[config.mk]
export PLATFORM = sky130hd
export DESIGN_NAME = instr_fetch_unit_flat
export DESIGN_NICKNAME = d
export VERILOG_FILES = /design/src/rtl/instr_fetch_unit_pkg.sv /design/src/rtl/instr_fetch_unit_if.sv /design/src/rtl/instr_fetch_unit_fifo.sv /design/src/rtl/instr_fetch_unit.sv /design/src/flat_wrapper.sv
export SDC_FILE = /design/constraint.sdc
export NUM_CORES = 1
export LEC_CHECK = 0
export ABC_AREA = 1
export CORE_MARGIN = 4
export CORE_UTILIZATION = 50
export CTS_CLUSTER_SIZE = 25
export DETAILED_ROUTE_END_ITERATION = 12
export PLACE_DENSITY_LB_ADDON = 0.12
export SETUP_SLACK_MARGIN = 0.2
export SLEW_MARGIN = 25
export SYNTH_ARGS = -nofsm -noshare
export SYNTH_HDL_FRONTEND = slang
export SYNTH_SLANG_ARGS = --single-unit
[constraint.sdc]
create_clock -name clk_i -period 6.2 [get_ports clk_i]
set_input_delay 0.62 -clock clk_i [delete_from_list [all_inputs] [get_ports clk_i]]
set_output_delay 0.62 -clock clk_i [all_outputs]
set_load 0.01 [all_outputs]
[src/rtl/instr_fetch_unit_pkg.sv]
// Shared types and constants for the instruction fetch stage.
package instr_fetch_unit_pkg;

  localparam int unsigned XLEN = 32;

  // RV32I major opcodes seen by the main decoder
  localparam logic [6:0] OPCODE_LOAD   = 7'b000_0011;
  localparam logic [6:0] OPCODE_STORE  = 7'b010_0011;
  localparam logic [6:0] OPCODE_OP     = 7'b011_0011;
  localparam logic [6:0] OPCODE_OP_IMM = 7'b001_0011;
  localparam logic [6:0] OPCODE_BRANCH = 7'b110_0011;
  localparam logic [6:0] OPCODE_JAL    = 7'b110_1111;
  localparam logic [6:0] OPCODE_JALR   = 7'b110_0111;
  localparam logic [6:0] OPCODE_LUI    = 7'b011_0111;

  // addi x0, x0, 0
  localparam logic [XLEN-1:0] NOP_INSTR = 32'h0000_0013;

  typedef enum logic [1:0] {
    FsReq,
    FsWait,
    FsDrop
  } fetch_state_e;

  typedef struct packed {
    logic [XLEN-1:0] instr;
    logic [XLEN-1:0] pc;
  } fetch_entry_t;

endpackage

[src/rtl/instr_fetch_unit_if.sv]
// Instruction memory request/response bus.
interface instr_fetch_unit_if #(
  parameter int unsigned ADDR_WIDTH = 32,
  parameter int unsigned DATA_WIDTH = 32
) ();

  logic                  req;
  logic [ADDR_WIDTH-1:0] addr;
  logic                  gnt;
  logic                  rvalid;
  logic [DATA_WIDTH-1:0] rdata;

  // Fetch unit side
  modport master (
    output req,
    output addr,
    input  gnt,
    input  rvalid,
    input  rdata
  );

  // Memory side
  modport slave (
    input  req,
    input  addr,
    output gnt,
    output rvalid,
    output rdata
  );

endinterface

[src/rtl/instr_fetch_unit_fifo.sv]
// Synchronous FIFO of fetched {instr, pc} entries; flush beats push.
module instr_fetch_unit_fifo
  import instr_fetch_unit_pkg::*;
#(
  parameter int unsigned DEPTH = 2
) (
  input  logic                         clk_i,
  input  logic                         rst_ni,
  input  logic                         push_i,
  input  fetch_entry_t                 data_i,
  input  logic                         pop_i,
  input  logic                         flush_i,
  output fetch_entry_t                 data_o,
  output logic [$clog2(DEPTH+1)-1:0]   count_o,
  output logic                         full_o,
  output logic                         empty_o
);

  localparam int unsigned PtrW = $clog2(DEPTH);
  localparam int unsigned CntW = $clog2(DEPTH + 1);

  fetch_entry_t    mem_q [DEPTH];
  logic [PtrW-1:0] wr_ptr_q, wr_ptr_d;
  logic [PtrW-1:0] rd_ptr_q, rd_ptr_d;
  logic [CntW-1:0] count_q, count_d;
  logic            push_ok, pop_ok;

  assign full_o  = (count_q == CntW'(DEPTH));
  assign empty_o = (count_q == '0);
  assign push_ok = push_i & ~full_o;
  assign pop_ok  = pop_i & ~empty_o;
  assign data_o  = mem_q[rd_ptr_q];
  assign count_o = count_q;

  // Pointer/count next state; DEPTH is a power of two so pointers wrap naturally
  always_comb begin
    wr_ptr_d = wr_ptr_q + PtrW'(push_ok);
    rd_ptr_d = rd_ptr_q + PtrW'(pop_ok);
    count_d  = count_q + CntW'(push_ok) - CntW'(pop_ok);
    if (flush_i) begin
      wr_ptr_d = '0;
      rd_ptr_d = '0;
      count_d  = '0;
    end
  end

  // Pointer/count registers
  always_ff @(posedge clk_i or negedge rst_ni) begin
    if (!rst_ni) begin
      wr_ptr_q <= '0;
      rd_ptr_q <= '0;
      count_q  <= '0;
    end else begin
      wr_ptr_q <= wr_ptr_d;
      rd_ptr_q <= rd_ptr_d;
      count_q  <= count_d;
    end
  end

  // Storage; contents are don't-care while count is zero, so no reset
  always_ff @(posedge clk_i) begin
    if (push_ok && !flush_i) begin
      mem_q[wr_ptr_q] <= data_i;
    end
  end

endmodule

[src/rtl/instr_fetch_unit.sv]
// Fetch stage: owns the PC, fetches from imem with one request in flight, buffers
// instructions for decode and redirects on taken branch/JAL/JALR.
module instr_fetch_unit
  import instr_fetch_unit_pkg::*;
#(
  parameter int unsigned          ADDR_WIDTH = XLEN,
  parameter int unsigned          DATA_WIDTH = XLEN,
  parameter logic [ADDR_WIDTH-1:0] RESET_PC  = '0,
  parameter int unsigned          FIFO_DEPTH = 2
) (
  input  logic                  clk_i,
  input  logic                  rst_ni,
  instr_fetch_unit_if.master    imem,
  output logic                  instr_valid_o,
  input  logic                  instr_ready_i,
  output logic [DATA_WIDTH-1:0] instr_o,
  output logic [ADDR_WIDTH-1:0] pc_o,
  output logic [ADDR_WIDTH-1:0] pc_plus4_o,
  input  logic                  branch_i,
  input  logic                  jump_i,
  input  logic                  jalr_i,
  input  logic                  zero_i,
  input  logic [ADDR_WIDTH-1:0] pc_target_i,
  input  logic [ADDR_WIDTH-1:0] alu_result_i,
  output logic                  misalign_o
);

  localparam int unsigned CntW = $clog2(FIFO_DEPTH + 1);

  fetch_state_e          state_q, state_d;
  logic [ADDR_WIDTH-1:0] fetch_pc_q, fetch_pc_d;
  logic                  fetch_en_q;
  logic                  misalign_q;

  logic                  req, fire, taken, fifo_push;
  logic [ADDR_WIDTH-1:0] target;
  fetch_entry_t          fifo_head;
  logic [CntW-1:0]       fifo_count;
  logic                  fifo_full, fifo_empty;

  assign fire   = instr_valid_o & instr_ready_i;
  assign taken  = fire & (jump_i | jalr_i | (branch_i & zero_i));
  assign target = jalr_i ? {alu_result_i[ADDR_WIDTH-1:1], 1'b0} : pc_target_i;

  // Request only when a slot is guaranteed for the response
  assign req       = fetch_en_q && (state_q == FsReq) && (fifo_count < CntW'(FIFO_DEPTH));
  assign imem.req  = req;
  assign imem.addr = fetch_pc_q;

  assign instr_valid_o = ~fifo_empty;
  assign instr_o       = fifo_empty ? NOP_INSTR : fifo_head.instr;
  assign pc_o          = fifo_empty ? fetch_pc_q : fifo_head.pc;
  assign pc_plus4_o    = pc_o + ADDR_WIDTH'(4);
  assign misalign_o    = misalign_q;

  // Fetch FSM next state; a redirect turns any in-flight response stale
  always_comb begin
    state_d    = state_q;
    fetch_pc_d = fetch_pc_q;
    fifo_push  = 1'b0;
    case (state_q)
      FsReq: begin
        if (req && imem.gnt) state_d = taken ? FsDrop : FsWait;
      end
      FsWait: begin
        if (imem.rvalid) begin
          state_d = FsReq;
          if (!taken) begin
            fifo_push  = 1'b1;
            fetch_pc_d = fetch_pc_q + ADDR_WIDTH'(4);
          end
        end else if (taken) begin
          state_d = FsDrop;
        end
      end
      FsDrop: begin
        if (imem.rvalid) state_d = FsReq;
      end
      default: state_d = FsReq;
    endcase
    if (taken) fetch_pc_d = {target[ADDR_WIDTH-1:2], 2'b00};
  end

  // State, PC and misalign pulse registers; fetch_en_q delays the first request by a cycle
  always_ff @(posedge clk_i or negedge rst_ni) begin
    if (!rst_ni) begin
      state_q    <= FsReq;
      fetch_pc_q <= RESET_PC;
      fetch_en_q <= 1'b0;
      misalign_q <= 1'b0;
    end else begin
      state_q    <= state_d;
      fetch_pc_q <= fetch_pc_d;
      fetch_en_q <= 1'b1;
      misalign_q <= taken & target[1];
    end
  end

  instr_fetch_unit_fifo #(
    .DEPTH (FIFO_DEPTH)
  ) u_fifo (
    .clk_i   (clk_i),
    .rst_ni  (rst_ni),
    .push_i  (fifo_push),
    .data_i  ('{instr: imem.rdata, pc: fetch_pc_q}),
    .pop_i   (fire),
    .flush_i (taken),
    .data_o  (fifo_head),
    .count_o (fifo_count),
    .full_o  (fifo_full),
    .empty_o (fifo_empty)
  );

  // A response must always find a free slot
  assert property (@(posedge clk_i) disable iff (!rst_ni) fifo_push |-> !fifo_full);

endmodule
[src/flat_wrapper.sv]
// flat-port wrapper written by rule: the top's interface ports become plain ports
module instr_fetch_unit_flat import instr_fetch_unit_pkg::*;
#(
  parameter int unsigned          ADDR_WIDTH = XLEN,
  parameter int unsigned          DATA_WIDTH = XLEN,
  parameter logic [ADDR_WIDTH-1:0] RESET_PC  = '0,
  parameter int unsigned          FIFO_DEPTH = 2
)
  (clk_i, rst_ni, instr_valid_o, instr_ready_i, instr_o, pc_o, pc_plus4_o, branch_i, jump_i, jalr_i, zero_i, pc_target_i, alu_result_i, misalign_o, imem_req, imem_addr, imem_gnt, imem_rvalid, imem_rdata);
  instr_fetch_unit_if #(.ADDR_WIDTH(ADDR_WIDTH), .DATA_WIDTH(DATA_WIDTH)) imem_i ();
  input  logic clk_i;
  input  logic rst_ni;
  output logic instr_valid_o;
  input  logic instr_ready_i;
  output logic [DATA_WIDTH-1:0] instr_o;
  output logic [ADDR_WIDTH-1:0] pc_o;
  output logic [ADDR_WIDTH-1:0] pc_plus4_o;
  input  logic branch_i;
  input  logic jump_i;
  input  logic jalr_i;
  input  logic zero_i;
  input  logic [ADDR_WIDTH-1:0] pc_target_i;
  input  logic [ADDR_WIDTH-1:0] alu_result_i;
  output logic misalign_o;
  output wire logic [$bits(imem_i.req)-1:0] imem_req;
  output wire logic [$bits(imem_i.addr)-1:0] imem_addr;
  input wire logic [$bits(imem_i.gnt)-1:0] imem_gnt;
  input wire logic [$bits(imem_i.rvalid)-1:0] imem_rvalid;
  input wire logic [$bits(imem_i.rdata)-1:0] imem_rdata;
  assign imem_req = imem_i.req;
  assign imem_addr = imem_i.addr;
  assign imem_i.gnt = imem_gnt;
  assign imem_i.rvalid = imem_rvalid;
  assign imem_i.rdata = imem_rdata;
  instr_fetch_unit #(.ADDR_WIDTH(ADDR_WIDTH), .DATA_WIDTH(DATA_WIDTH), .RESET_PC(RESET_PC), .FIFO_DEPTH(FIFO_DEPTH)) u_core (.clk_i(clk_i), .rst_ni(rst_ni), .imem(imem_i), .instr_valid_o(instr_valid_o), .instr_ready_i(instr_ready_i), .instr_o(instr_o), .pc_o(pc_o), .pc_plus4_o(pc_plus4_o), .branch_i(branch_i), .jump_i(jump_i), .jalr_i(jalr_i), .zero_i(zero_i), .pc_target_i(pc_target_i), .alu_result_i(alu_result_i), .misalign_o(misalign_o));
endmodule
Yosys cells after proc, flatten, opt, wreduce, memory -nomap -nowiden
Memories as Yosys holds them, arrays and structs flattened.
Cells that the tools add are included.
Widths: inputs -> output; s select.
{ "word_totals": {"register_bits": 40, "mem_bits_rw": 128, "in_bits": 105, "out_inout_bits": 131, "elab_cells": 62, "mem_count": 1} }
{ "mem_list": {"columns": ["name", "words", "width", "read_ports", "rd_ports_with_merged_regs", "wr", "line_no", "text"], "rows": [
  ["u_core.u_fifo.mem_q", 2, 64, 1, 0, 1, "instr_fetch_unit_fifo.sv:22", "fetch_entry_t mem_q [DEPTH];"]
]} }
{ "classes": {"addsub": 6, "magnitude_cmp": 1, "n_eq_ne": 6, "mux": 20, "bitwise_logic": 10, "n_reduce_logical": 11} }
{ "op_table": {"columns": ["op", "count"], "rows": [
  ["$mux 32", 6],
  ["$add 32x3->32 const B", 2],
  ["$mux 2", 6],
  ["$mux 1", 7],
  ["$and 1x1->1", 6],
  ["$pmux 2 s3", 1],
  ["$eq 2x2->1 const B", 2],
  ["$logic_and 1x1->1", 4],
  ["$logic_not 2->1", 2],
  ["$ne 2x2->1 const B", 2],
  ["$reduce_bool 2->1", 2],
  ["$ne 3x2->1 const B", 1],
  ["$reduce_and 3->1", 1],
  ["$add 1x1->1", 2],
  ["$add 2x1->2", 1],
  ["$eq 2x1->1 const B", 1],
  ["$lt 2x2->1 const B", 1],
  ["$not 1->1", 2],
  ["$or 1x1->1", 2],
  ["$reduce_and 2->1", 1],
  ["$sub 2x1->2", 1],
  ["$logic_not 1->1", 1]
]} }

Depth between registers and ports, before layout
{ "depth": {"word_depth": 11, "mapped_depth": 14, "depth_no_buf": 13} }

Cells and area by module
From an unflattened synthesis, not the netlist that was laid out.
{ "unflattened": {"cells_unflattened": 1048, "hier_area_um2": 9445.3} }
{ "by_module_without_submodules": {"columns": ["mod", "n_inst", "cells_per_inst", "area_each_um2", "seq_area_each_um2"], "rows": [
  ["instr_fetch_unit_fifo", 1, 235, 5018.6, 3943.8],
  ["instr_fetch_unit", 1, 813, 4426.7, 850.8]
]} }

Worst setup path before layout
Ideal clock, no wire load.
{ "synth_path": {"kind": "input-to-reg", "start": "input jalr_i", "end": "memory u_core.u_fifo.mem_q[1][10] (netlist name) (enable)", "setup_time_ps": 484, "arrival_time_ps": 4019, "required_ps": 5716, "slack_ps": 1697, "stages": 8, "n_path_buf": 1, "cell_sequence": "clkbuf_1 -> nor2_1 -> nand2_1 -> nand2_1 -> inv_2 -> nor2_1 -> o21ai_1 -> nor2_1"} }
{ "synth_via": {"elab_chain_len": 10, "word_cells_on_any_way": 11, "classes_between": "5 x mux; 4 x bitwise; 2 x reduce/logical"} }
{ "synth_rtl": {"columns": ["element", "line_no", "text"], "rows": [
  ["start, declared", "flat_wrapper.sv:20", "input logic jalr_i;"],
  ["$or 1x1->1 * (2 in a row)", "instr_fetch_unit.sv:42", "assign taken = fire & (jump_i | jalr_i | (branch_i & zero_i));"],
  ["$and 1x1->1 *", "instr_fetch_unit.sv:42", null],
  ["$mux 1", "instr_fetch_unit.sv:68", "if (!taken) begin"],
  ["$mux 1", "instr_fetch_unit.sv:66", "if (imem.rvalid) begin"],
  ["$mux 1", "instr_fetch_unit.sv:61", "case (state_q)"],
  ["$and 1x1->1", "instr_fetch_unit_fifo.sv:30", "assign push_ok = push_i & ~full_o;"],
  ["$logic_and 1x1->1 *", "instr_fetch_unit_fifo.sv:62", "if (push_ok && !flush_i) begin"],
  ["$mux 1 *", "instr_fetch_unit_fifo.sv:62", null],
  ["$mux 1 (not written as such) *", "instr_fetch_unit_fifo.sv:63", "mem_q[wr_ptr_q] <= data_i;"],
  ["end, declared", "instr_fetch_unit_fifo.sv:22", null]
]} }
Every way passes the cells marked *; elsewhere a longest branch is shown, timed or not.

Final worst setup path
{ "layout_path": {"start": "register u_core.u_fifo.count_q[1], in the netlist u_core.u_fifo.count_o[1]", "end": "output pc_plus4_o[16]"} }
{ "layout_via": {"elab_chain_len": 3} }
{ "layout_rtl": {"columns": ["element", "line_no", "text"], "rows": [
  ["start, declared", "instr_fetch_unit_fifo.sv:25", "logic [CntW-1:0] count_q, count_d;"],
  ["start signal, assigned", "instr_fetch_unit_fifo.sv:56", "count_q <= count_d;"],
  ["$logic_not 2->1", "instr_fetch_unit_fifo.sv:29", "assign empty_o = (count_q == '0);"],
  ["$mux 32", "instr_fetch_unit.sv:52", "assign pc_o = fifo_empty ? fetch_pc_q : fifo_head.pc;"],
  ["$add 32x3->32", "instr_fetch_unit.sv:53", "assign pc_plus4_o = pc_o + ADDR_WIDTH'(4);"],
  ["end, declared", "flat_wrapper.sv:17", "output logic [ADDR_WIDTH-1:0] pc_plus4_o;"]
]} }
Every way passes these cells.

==> impl.org <==
** Worst setup path
- At the worst endpoint, the arrival time is 4020 ps.
- Crit path launch type :: flop
- At the worst endpoint, the required time is roughly 5600 ps.
- Largest fanout on the critical path :: slightly below 80
- STA classifies the critical path endpoint as an output pin.
- Critical path start-end classification :: flop to output pin

** Timing
- Max Slew Vio Count :: 0
- Aggregate negative setup slack :: 0 ps
- Worst Slack Setup Final :: about 1600 ps
- Max frequency :: 215.6 MHz
- At the pin with the least slew margin, the transition time is roughly 890 ps.
- Setup violations remaining at the end of the flow were counted as 0.
- Across the routed clock network, the largest skew measured is between 7 and 8 ps.
- Setup repair after global routing left no endpoint under its margin.
- Number of hold violations in the final report :: 0
- Time the worst path needs with I/O delays and setup :: between 4000 and 5000 ps
- Dividing the final minimum period by the clock period gives between 70 and 80%.
- Relative max-transition margin :: approximately two fifths

** Yosys
- The synthesized design devotes to its leading area cell type approximately two fifths of total area.
- Synthesis inferred 162 register bits.
- Synthesis handed over a netlist of ~1,200 instances.
- Counting flops with a built-in enable in the synthesized netlist gives roughly 120.
- After synthesis, the share of flip-flops with an asynchronous set or reset is 23.46%.
- The share of the Yosys chip area taken by registers is 50.87%.
- Most used flip-flop cell after synthesis :: sky130_fd_sc_hd__edfxtp_1
- Number of synthesis warnings :: 0
- Leading post-synthesis cells by cell area :: sky130_fd_sc_hd__edfxtp_1, sky130_fd_sc_hd__nand2_1, sky130_fd_sc_hd__dfrtp_1
- Post-Synthesis Cell Area :: a little over 0.009 sq mm
- Synthesis instantiated 42 different standard cells from the library.
- After synthesis, the mean cell area works out to between 7 and 8 sq um.
- Biggest area consumer among synthesized cells :: sky130_fd_sc_hd__edfxtp_1

** Die
- The floorplan step set the die height to 143.6 um.
- Number of top-level pins :: roughly 240
- Cell row count :: 49
- The core region is about 0.018 sq mm.
- The initial utilization of the core area, before any placement, comes to 50.98%.
- X dimension of the die :: about 140 um
- Die footprint :: ~0.021 sq mm

** Status
- The run finished with clean final reports.

** Drt
- Antenna Nets Post-Route :: 0
- First-iteration detailed-routing DRC count :: ~880
- Average wire length per cell after detail routing :: about 16 um
- Using the TritonRoute via totals, the vias-per-cell ratio works out to between 5 and 6.
- For this run, the detailed router's first-pass iteration total came to 8.
- # DRC :: 0
- Total routed wirelength :: roughly 26 mm
- For this block, the via count after detailed routing is approximately 8,500.

** CTS
- In this run the clock root is driven by a sky130_fd_sc_hd__clkbuf_16.
- Once the clock tree was built, the resizer swapped 0 gates to a different size.
- After clock tree synthesis, the clock-pin slew on the worst setup and hold paths is 70 ps.
- Cts hold-fix bufs :: 0
- Insertion delay to the later sink of the worst-skew pair :: 430 ps
- TritonCTS built the clock tree.
- Number of clock sinks seen by CTS :: around 160
- Clock tree synthesis inserted a total of 17 buffers.
- Bufs on Longest Clock Path :: 2
- The H-tree generated during clock tree synthesis spans 4 levels.
- Buffer count from post-CTS setup fixing :: 0

** Placement
- IO buf count :: between 200 and 250
- Total half-perimeter wirelength after legalization and detailed placement :: approximately 18 mm
- Placement-stage worst setup slack :: a little over 2000 ps
- # placed instances :: between 1,500 and 2,000
- Final estimated routing congestion in global placement :: between 0.9 and 1

** Power and ir drop
- Sequential share of power :: 27.1%
- Internal cell power :: around 3.5 mW
- IR Drop Worst-Case VDD :: about 320 uV
- For this design the ratio of total power to cell area is between 500 and 600 mW/mm^2.
- Of the total power, combinational logic draws 56.9%.
- Power dissipated by switching net loads :: 2.872 mW
- Net Sw Frac :: between 40% and 50%
- The clock network is responsible for roughly 16% of the overall power.
- For this design the static power due to leakage is around 5.2 nW.

** Job
- The tool flagged a number of max-cap violations equal to 0.

** Layout
- The repair_antennas step left the layout with diodes totalling 0.
- Number of fill cells :: 1,548
- Final Instance Count excl. Fillers :: 1,620
- The final layout contains approximately 1,500 nets.
- Layout-stage area growth over the synthesis result :: 32.01%
- The post-route netlist has between 5 and 6% of its cells at a drive strength greater than 1.

** Global routing
- The number of antenna violations at the first check in global routing was 0.
- Vias in the first global route :: 7,764
- Maximum number of pins on one net before global-route repair :: 78
- The first global-routing pass estimated 40.43 mm of wire.
- Sum of overflow across all layers after global routing :: 0
- Combined global-route utilization of all metal layers :: 25.24%

** Min path
- In this run the worst hold path is classified as input pin to asynchronous set/reset pin.
## worst max-delay path: stages, from the launching register on
cell and delay [ps]:
sky130_fd_sc_hd__dfrtp_1 400, sky130_fd_sc_hd__inv_2 120, sky130_fd_sc_hd__nand2_8 230, sky130_fd_sc_hd__inv_6 530, sky130_fd_sc_hd__nand2_1 110, sky130_fd_sc_hd__nand2_1 240, sky130_fd_sc_hd__ha_1 340, sky130_fd_sc_hd__nand3_2 210
sky130_fd_sc_hd__nor2_1 380, sky130_fd_sc_hd__nand2_1 120, sky130_fd_sc_hd__xor2_1 220, sky130_fd_sc_hd__clkdlybuf4s50_1 580
## layout make-up
class / instances / area (sq um) / share of cell area (%)
Multi-Input combinational cell: 875 / 3926 / 32.37
Clock inverter: 15 / 162.7 / 1.341
Timing Repair Buffer: 233 / 2312 / 19.06
Tap cell: 229 / 286.5 / 2.362
Sequential cell: 162 / 4676 / 38.55
Clock buffer: 17 / 425.4 / 3.507
Inverter: 89 / 341.6 / 2.816
## cell usage in the layout (no fill, tap or decap), drive strengths merged
cell type,synthesis,routed
nand3b,2,2
o2111ai,1,1
conb,2,7
nand2,494,494
inv,89,97
o211ai,8,8
nor3,14,14
xnor2,2,2
o31ai,8,8
xor2,22,22
nand3,78,78
nor2,150,150
o311ai,1,1
edfxtp,124,124
o21ai,14,14
or2,4,4
clkinvlp,0,2
a21oi,43,43
clkdlybuf4s50,0,226
and3,1,1
dfrtp,38,38
nand4,10,10
clkbuf,12,17
a31oi,7,7
o32ai,1,1
mux2i,1,1
buf,37,7
ha,4,4
o21a,2,2
clkinv,0,5
o22ai,1,1
## synthesized netlist by cell type (10+ instances only)
cell type                  count
sky130_fd_sc_hd__nor2_1      138
sky130_fd_sc_hd__xor2_1       22
sky130_fd_sc_hd__o21ai_0      12
sky130_fd_sc_hd__nand4_1      10
sky130_fd_sc_hd__dfrtp_1      38
sky130_fd_sc_hd__a21oi_1      43
sky130_fd_sc_hd__edfxtp_1    124
sky130_fd_sc_hd__nand2_2      10
sky130_fd_sc_hd__inv_1        82
sky130_fd_sc_hd__clkbuf_1     12
sky130_fd_sc_hd__nor3_1       13
sky130_fd_sc_hd__nand3_1      77
sky130_fd_sc_hd__nand2_1     480
sky130_fd_sc_hd__buf_2        16
## kinds of logic after synthesis
group | share of synthesized area (%)
other | 0.08173
buffers and inverters | 6.795
multiplexers | 0.1089
AND/OR/NAND/NOR | 33.91
adder cells (fa/ha/maj) | 0.5447
AO/OA/AOI/OAI | 5.406
XOR/XNOR | 2.288
flip-flops | 50.87
## power groups by stage
stage	registers, mW	clock network, mW	logic [mW]
2_1_floorplan	1.67	0	1.98
3_3_place_gp	1.72	0	3.55
3_5_place_dp	1.73	0	3.59
4_1_cts	1.71	1.03	3.61
5_1_grt	1.74	1.08	3.96
6_report	1.72	1.02	3.61
## registers in the layout (all words and copies together), names as in the netlist
signal / count
u_core.u_fifo.mem_q: 124
u_core.imem.addr: 30
u_core.state_q: 2
u_core.u_fifo.count_o: 2
u_core.fetch_en_q: 1
u_core.misalign_o: 1
u_core.u_fifo.rd_ptr_q: 1
u_core.u_fifo.wr_ptr_q: 1
## through the flow
stage	instance area [sq um]	util (%)	hold WS [ps]	power, mW
2_1_floorplan	9208	-	324.4	3.648
3_3_place_gp	11540	64.02	528.4	5.270
3_5_place_dp	11540	64.02	541.0	5.320
4_1_cts	12130	67.28	327.5	6.343
5_1_grt	12130	67.30	371.4	6.778
6_report	12130	67.30	299.9	6.340
## layer usage
metal | global-route usage [%] | part of all wire (%) | up-vias
met5 | 0 | 0 | -
li1 | - | - | 4202
met4 | 7.235 | 2.1 | 0
met3 | 5.225 | 9.4 | 50
met1 | 35.85 | 43 | 3842
met2 | 39.55 | 45 | 410
## worst paths after layout
kind	cells past startpoint	startpoint	slack, ps	end
setup / recovery	11	u_core.u_fifo.count_o[1]	1560	pc_plus4_o[16]
hold / removal	1	rst_ni	300	u_core.misalign_o
setup reg to reg	10	u_core.u_fifo.count_o[1]	2620	u_core.u_fifo.mem_q[0][53]
hold reg to reg	0	u_core.imem.addr[31]	560	u_core.u_fifo.mem_q[0][31]
max in group asynchronous	1	rst_ni	5290	u_core.u_fifo.rd_ptr_q
min in group clk_i	0	u_core.imem.addr[31]	560	u_core.u_fifo.mem_q[0][31]
(Power assumes the default switching activity.)
